File: config.mk
export PLATFORM = sky130hd
export DESIGN_NAME = leftshift_seq_32bit
export DESIGN_NICKNAME = d
export VERILOG_FILES = /design/src/rtl/leftshift_seq_32bit.sv
export SDC_FILE = /design/constraint.sdc
export NUM_CORES = 1
export LEC_CHECK = 0
export ABC_AREA = 1
export BUFFER_PORTS_ARGS = -buffer_cell sky130_fd_sc_hd__buf_4
export CAP_MARGIN = 20
export CELL_PAD_IN_SITES_DETAIL_PLACEMENT = 0
export CELL_PAD_IN_SITES_GLOBAL_PLACEMENT = 1
export CORE_MARGIN = 10
export CORE_UTILIZATION = 39
export CTS_BUF_LIST = sky130_fd_sc_hd__clkbuf_2
export DETAILED_ROUTE_END_ITERATION = 10
export PLACE_DENSITY_LB_ADDON = 0.1
export RECOVER_POWER = 100
export REMOVE_ABC_BUFFERS = 1
export SYNTH_ARGS = -nofsm -noshare
export SYNTH_HDL_FRONTEND = slang
export SYNTH_SLANG_ARGS = --single-unit
export TNS_END_PERCENT = 1
File: constraint.sdc
create_clock -name clk -period 2.25 [get_ports clk]
set_input_delay 0.3375 -clock clk [delete_from_list [all_inputs] [get_ports clk]]
set_output_delay 0.3375 -clock clk [all_outputs]
set_load 0.005 [all_outputs]
File: src/rtl/leftshift_seq_32bit.sv
// Multi-cycle left shifter: shifts (or rotates) a WIDTH-bit operand one bit
// per clock behind valid/ready handshakes on both sides.
module leftshift_seq_32bit #(
  parameter int WIDTH   = 32,
  parameter int SHAMT_W = 5
) (
  input  logic               clk,
  input  logic               rst_n,
  input  logic               in_valid,
  output logic               in_ready,
  input  logic [WIDTH-1:0]   A,
  input  logic [SHAMT_W-1:0] shamt,
  input  logic               rotate,
  output logic               out_valid,
  input  logic               out_ready,
  output logic [WIDTH-1:0]   Result,
  output logic               carry_out,
  output logic               busy
);

  typedef enum logic [1:0] {IDLE, SHIFT, DONE} state_t;

  state_t             state_reg;
  logic [WIDTH-1:0]   work_reg;
  logic [SHAMT_W-1:0] count_reg;
  logic               mode_reg;
  logic               carry_reg;
  logic               in_ready_reg;
  logic               out_valid_reg;
  logic               busy_reg;

  // Status flags are registered alongside the state so every output comes
  // straight from a flop.
  always_ff @(posedge clk or negedge rst_n) begin
    if (!rst_n) begin
      state_reg     <= IDLE;
      work_reg      <= '0;
      count_reg     <= '0;
      mode_reg      <= 1'b0;
      carry_reg     <= 1'b0;
      in_ready_reg  <= 1'b1;
      out_valid_reg <= 1'b0;
      busy_reg      <= 1'b0;
    end else begin
      case (state_reg)
        IDLE: begin
          if (in_valid) begin
            work_reg     <= A;
            count_reg    <= shamt;
            mode_reg     <= rotate;
            carry_reg    <= 1'b0;
            in_ready_reg <= 1'b0;
            if (shamt == '0) begin
              state_reg     <= DONE;
              out_valid_reg <= 1'b1;
            end else begin
              state_reg <= SHIFT;
              busy_reg  <= 1'b1;
            end
          end
        end
        SHIFT: begin
          // Rotate re-inserts the outgoing MSB; logical mode fills with zero.
          carry_reg <= work_reg[WIDTH-1];
          work_reg  <= {work_reg[WIDTH-2:0], mode_reg & work_reg[WIDTH-1]};
          count_reg <= count_reg - 1'b1;
          if (count_reg == SHAMT_W'(1)) begin
            state_reg     <= DONE;
            busy_reg      <= 1'b0;
            out_valid_reg <= 1'b1;
          end
        end
        DONE: begin
          if (out_ready) begin
            state_reg     <= IDLE;
            out_valid_reg <= 1'b0;
            in_ready_reg  <= 1'b1;
          end
        end
        default: begin
          state_reg     <= IDLE;
          in_ready_reg  <= 1'b1;
          out_valid_reg <= 1'b0;
          busy_reg      <= 1'b0;
        end
      endcase
    end
  end

  assign in_ready  = in_ready_reg;
  assign out_valid = out_valid_reg;
  assign busy      = busy_reg;
  assign Result    = work_reg;
  assign carry_out = carry_reg;

endmodule

# Yosys cells after proc, flatten, opt, wreduce, memory -nomap -nowiden
# Cells that the tools add are included.
[totals] input_bits=42 out_inout_bits=36 word_cells=51 ff_bits=44
[op_classes] add_sub_neg=1 n_bitwise=3 mux=22 n_eq_ne=8 n_reduce_logical=9
[op_table] cell="32-bit one-hot mux with 2 select lines" count=1
[op_table] cell="32-bit two-way mux" count=1
[op_table] cell="2-bit != test, second input constant" count=5
[op_table] cell="5-bit one-hot mux with 2 select lines" count=1
[op_table] cell="1-bit two-way mux" count=9
[op_table] cell="1-bit one-hot mux with 3 select lines" count=3
[op_table] cell="2-bit two-way mux" count=4
[op_table] cell="4-bit AND reduction" count=2
[op_table] cell="2-bit one-hot mux with 3 select lines" count=1
[op_table] cell="3-bit AND reduction" count=2
[op_table] cell="5-bit by 1-bit == test with 1-bit output, second input constant" count=1
[op_table] cell="5-bit zero test" count=1
[op_table] cell="5-bit two-way mux" count=1
[op_table] cell="5-bit by 1-bit subtractor with 5-bit output, second input constant" count=1
[op_table] cell="2-bit AND reduction" count=2
[op_table] cell="2-bit by 1-bit == test with 1-bit output, second input constant" count=1
[op_table] cell="2-bit == test, second input constant" count=1
[op_table] cell="2-bit zero test" count=1
[op_table] cell="1-bit inverter" count=2
[op_table] cell="1-bit one-hot mux with 2 select lines" count=1
[op_table] cell="2-bit nonzero test" count=1
[op_table] cell="1-bit AND" count=1

# Longest topological paths before layout
[logic_depth] word_depth=4 ltp_mapped=9 depth_no_buf=9

# Worst setup path after synthesis
# OpenSTA, ideal clock, no wires.
[synth_path] kind="reg-to-reg" start="register state_reg[0]" end="register work_reg[0], in the netlist Result[0]" synth_period_minus_slack_ns=1.154 path_stages_with_launch=6 setup_ns=0.126 slack_ns=1.096 path_buffers=1 required_ns=2.124 t_arrival_ns=1.028 cell_sequence="dfrtp_1 -> o21ai_2 -> inv_2 -> clkbuf_8 -> nor2_1 -> a21oi_1"
[synth_via] elab_chain_len=3 elab_cells_between_ends=6 cone_classes="eq/ne: 2; mux: 1; reduce/logical: 3"
[synth_rtl] item="start, declared" line="23" source="state_t state_reg;"
[synth_rtl] item="start signal, assigned" line="36" source="state_reg <= IDLE;"
[synth_rtl] item="start signal, assigned" line="54" source="state_reg <= DONE;"
[synth_rtl] item="start signal, assigned" line="57" source="state_reg <= SHIFT;"
[synth_rtl] item="2-bit by 1-bit == test with 1-bit output / 2-bit zero test (equally long branches)" line="45" source="case (state_reg)"
[synth_rtl] item="2-bit nonzero test (no line) / 2-bit != test (equally long branches)"
[synth_rtl] item="2-bit AND reduction (no line)"
[synth_rtl] item="end signal, assigned" line="65" source="work_reg <= {work_reg[WIDTH-2:0], mode_reg & work_reg[WIDTH-1]};"
[synth_rtl] item="end, declared" line="24" source="logic [WIDTH-1:0] work_reg;"
# Parallel ways exist; a longest one is shown, timed or not.
# A chain may end at the register's enable or synchronous reset.

# Final worst setup path
[layout_path] start="register state_reg[0]" end="register state_reg[1]"
[layout_via] elab_chain_len=3 elab_cells_between_ends=8 cone_classes="eq/ne: 5; mux: 1; reduce/logical: 2"
[layout_rtl] item="2-bit == test (tied with other cells)" line="45"
[layout_rtl] item="2-bit != test (no line)"
[layout_rtl] item="3-bit AND reduction (no line)"
# Parallel ways exist; a longest one is shown, timed or not.

==> results.json <==
{
  "status": "complete, no violations",
  "min_path_type": "input port to register",
  "ir_drop_mv": 0.6920,
  "viasPerCell": 4.963,
  "hold_depth": 3,
  "cap_viol_max_count": 0,
  "synth_cells": 228,
  "synth_cell_types": 23,
  "root_buffer": "clkbuf_2",
  "drtIter0Drc": 97,
  "dr.pass1.iters": 4,
  "grt_pass1_wl_mm": 9.784,
  "grt_max_degree": 45,
  "relSlewSlack_pct": 27.85,
  "antenna_found_initial": 0,
  "wl_mm": 5.698,
  "fp-row-count": 26,
  "layout_commonest_cell": "nor2_1",
  "clock_power_share_pct": 9.4,
  "synth_seq_cells": 44,
  "syn_area_um2": 2032,
  "wl_per_cell_um": 15.24,
  "die_y_um": 92.18,
  "whs_ns": 0.1381,
  "gp_congestion": 0.7764,
  "setup.worst_path.end_class": "register",
  "io_pins": 78,
  "grt_use_total_pct": 13.95,
  "timing.final.crit_share_pct": 75.04,
  "grt_pass1_vias": 1973,
  "diodes": 0,
  "die_area_um2": 8497,
  "clkLatencyLatePin_ns": 0.39,
  "period_needed_ns": 1.688,
  "power_frac_comb_pct": 48.0,
  "finalSetupViolations": 0,
  "dp_hpwl_mm": 4.107,
  "power.total_mw": 3.544,
  "finalSetupTns_ns": 0,
  "cpPeakStageDelay_ns": 0.51,
  "clock_sinks": 44,
  "initial_core_util_pct": 40.04,
  "cts_tree": "yes",
  "ys_warn_count": 0,
  "fmax_ghz": 0.5923,
  "core_area_um2": 5075,
  "vias": 1856,
  "cp.arrival_ns": 2.01,
  "clock_skew_ns": 0.01511,
  "largest_register_ffs": 32,
  "r2r_slack_ns": 0.56,
  "syn_to_final_growth_pct": 27.59,
  "reg2reg_depth": 6,
  "io_buffers": 77,
  "critPathMaxFanout": 28,
  "crit_path_top_delay_cell": "clkbuf_2",
  "seq_power_share_pct": 42.6,
  "timing.critical_path.buf_inv": 2,
  "cpMostUsedCell": "nand2_1",
  "hold_viol_final": 0,
  "holdCritStartpoint": "rotate",
  "ctsHtreeMaxLevel": 2,
  "r2r_start": "state_reg[0]$_DFFE_PN0P_",
  "slew_violations": 0,
  "tightest_slew_ns": 1.082,
  "avgSynthCellArea_um2": 8.912,
  "crit_chain": "inv_1, nor2_1, clkbuf_2, nand2_1, nand4_1, nand2_1",
  "crit_required_ns": 2.57,
  "cts_buffers": 5,
  "final_cell_mix": "55 x nor2_1, 43 x dfrtp_1, 41 x buf_4",
  "p_int_mw": 2.021,
  "postRouteAntennaNets": 0,
  "clk_pin_slew_ns": 0.22,
  "switching_share_pct": 42.98,
  "power_switching_mw": 1.523,
  "drcViolationCount": 0,
  "cp_top_family": "buffers and inverters",
  "reg2reg_to": "state_reg[1]$_DFFE_PN0P_",
  "p_per_area_nw_per_um2": 1367,
  "grt_overflow": 0,
  "p_leak_nw": 1.196,
  "worstHoldEndpoint": "mode_reg$_DFFE_PN0P_",
  "yosysSeqAreaShare_pct": 54.25,
  "crit_type": "register to register",
  "crit_path_start_kind": "register",
  "finish.net_count": 347,
  "clk_path_buf_depth": 2,
  "die_width_um": 92.18,
  "drive_above_1_share_pct": 25.99,
  "rsz0062_at_grt": "no"
}
tightest hold or removal path: cells and delay by family:
| kind | cells | cell delay [ns] |
|---|---|---|
| buf+inv | 1 | 0.07 |
| simple gates | 2 | 0.10 |
through the flow:
step	worst slack, ns	instance area [um2]	instances	util (%)
2_1_floorplan	0.3658	1918	216	-
3_3_place_gp	0.6930	2599	365	51.21
3_5_place_dp	0.6705	2599	365	51.21
4_1_cts	0.6430	2648	374	52.17
5_1_grt	0.3450	2592	374	51.08
6_report	0.5616	2592	374	51.08
final cells by class:
cell class              count  area, um2
clock buffers               7      35.03
clock inverters             1      3.754
fillers                   536       2482
inverters                  11      41.29
multi-input cells         161      765.7
flip-flops and latches     44       1102
well taps                  70      87.58
repair buffers             80      556.8
power by group through the flow:
stage          combinational (mW)  clock (mW)  sequential [mW]
2_1_floorplan               0.980           0             1.51
3_3_place_gp                 1.85           0             1.53
3_5_place_dp                 1.86           0             1.54
4_1_cts                      1.86       0.344             1.53
5_1_grt                      1.99       0.384             1.57
6_report                     1.70       0.333             1.51
logic make-up after synthesis:
logic type | after synthesis | share of synthesized area [%]
flops | 44 | 54.25
xor+xnor | 1 | 0.4311
buf+inv | 23 | 7.635
fa+ha+maj | 2 | 1.231
simple gates | 115 | 23.28
compound gates | 43 | 13.18
layer usage:
layer | part of all wire [%] | wire length, um | GRT usage (%)
met2 | 47 | 2664 | 22.41
met1 | 45 | 2564 | 16.93
met5 | 0 | 0 | 0
met4 | 1.0 | 57 | 3.728
met3 | 7.2 | 411 | 5.623
what timing repair did:
| action | CTS | global route |
|---|---|---|
| hold endpoints to repair | 43 | 0 |
| gates resized for setup | 0 | 0 |
| hold buffers | 1 | 0 |
| endpoints found under the setup margin | 0 | 0 |
| buffers inserted | 0 | 0 |
worst max path at each step:
stage / start / end / slack, ns / depth (start not counted)
5_1_grt: state_reg[0]$_DFFE_PN0P_ / state_reg[1]$_DFFE_PN0P_ / 0.35 / 6
4_1_cts: state_reg[1]$_DFFE_PN0P_ / state_reg[1]$_DFFE_PN0P_ / 0.64 / 6
2_1_floorplan: state_reg[1]$_DFFE_PN0P_ / count_reg[0]$_DFFE_PN0P_ / 0.37 / 6
6_report: state_reg[0]$_DFFE_PN0P_ / state_reg[1]$_DFFE_PN0P_ / 0.56 / 6
3_5_place_dp: state_reg[1]$_DFFE_PN0P_ / state_reg[1]$_DFFE_PN0P_ / 0.67 / 6
3_3_place_gp: state_reg[1]$_DFFE_PN0P_ / out_valid$_DFFE_PN0P_ / 0.69 / 6
cell usage after synthesis:
library cell / n / share of area (%)
nor3_1: 21 / 5.2
ha_1: 2 / 1.2
buf_6: 6 / 3.3
xnor2_1: 1 / 0.43
dfrtp_1: 43 / 53
nand2_2: 1 / 0.31
dfstp_2: 1 / 1.3
buf_4: 3 / 1.1
nand3_1: 6 / 1.5
buf_2: 2 / 0.49
o21ai_2: 2 / 0.86
inv_2: 4 / 0.74
o22ai_1: 31 / 9.5
clkbuf_8: 1 / 0.68
o21ai_0: 6 / 1.5
a21oi_1: 2 / 0.49
inv_1: 7 / 1.3
nor2_1: 54 / 10
o211ai_1: 1 / 0.37
nand4_1: 1 / 0.31
nor2_2: 1 / 0.31
a22o_1: 1 / 0.43
nand2_1: 31 / 5.7
(Power assumes the default switching activity.)
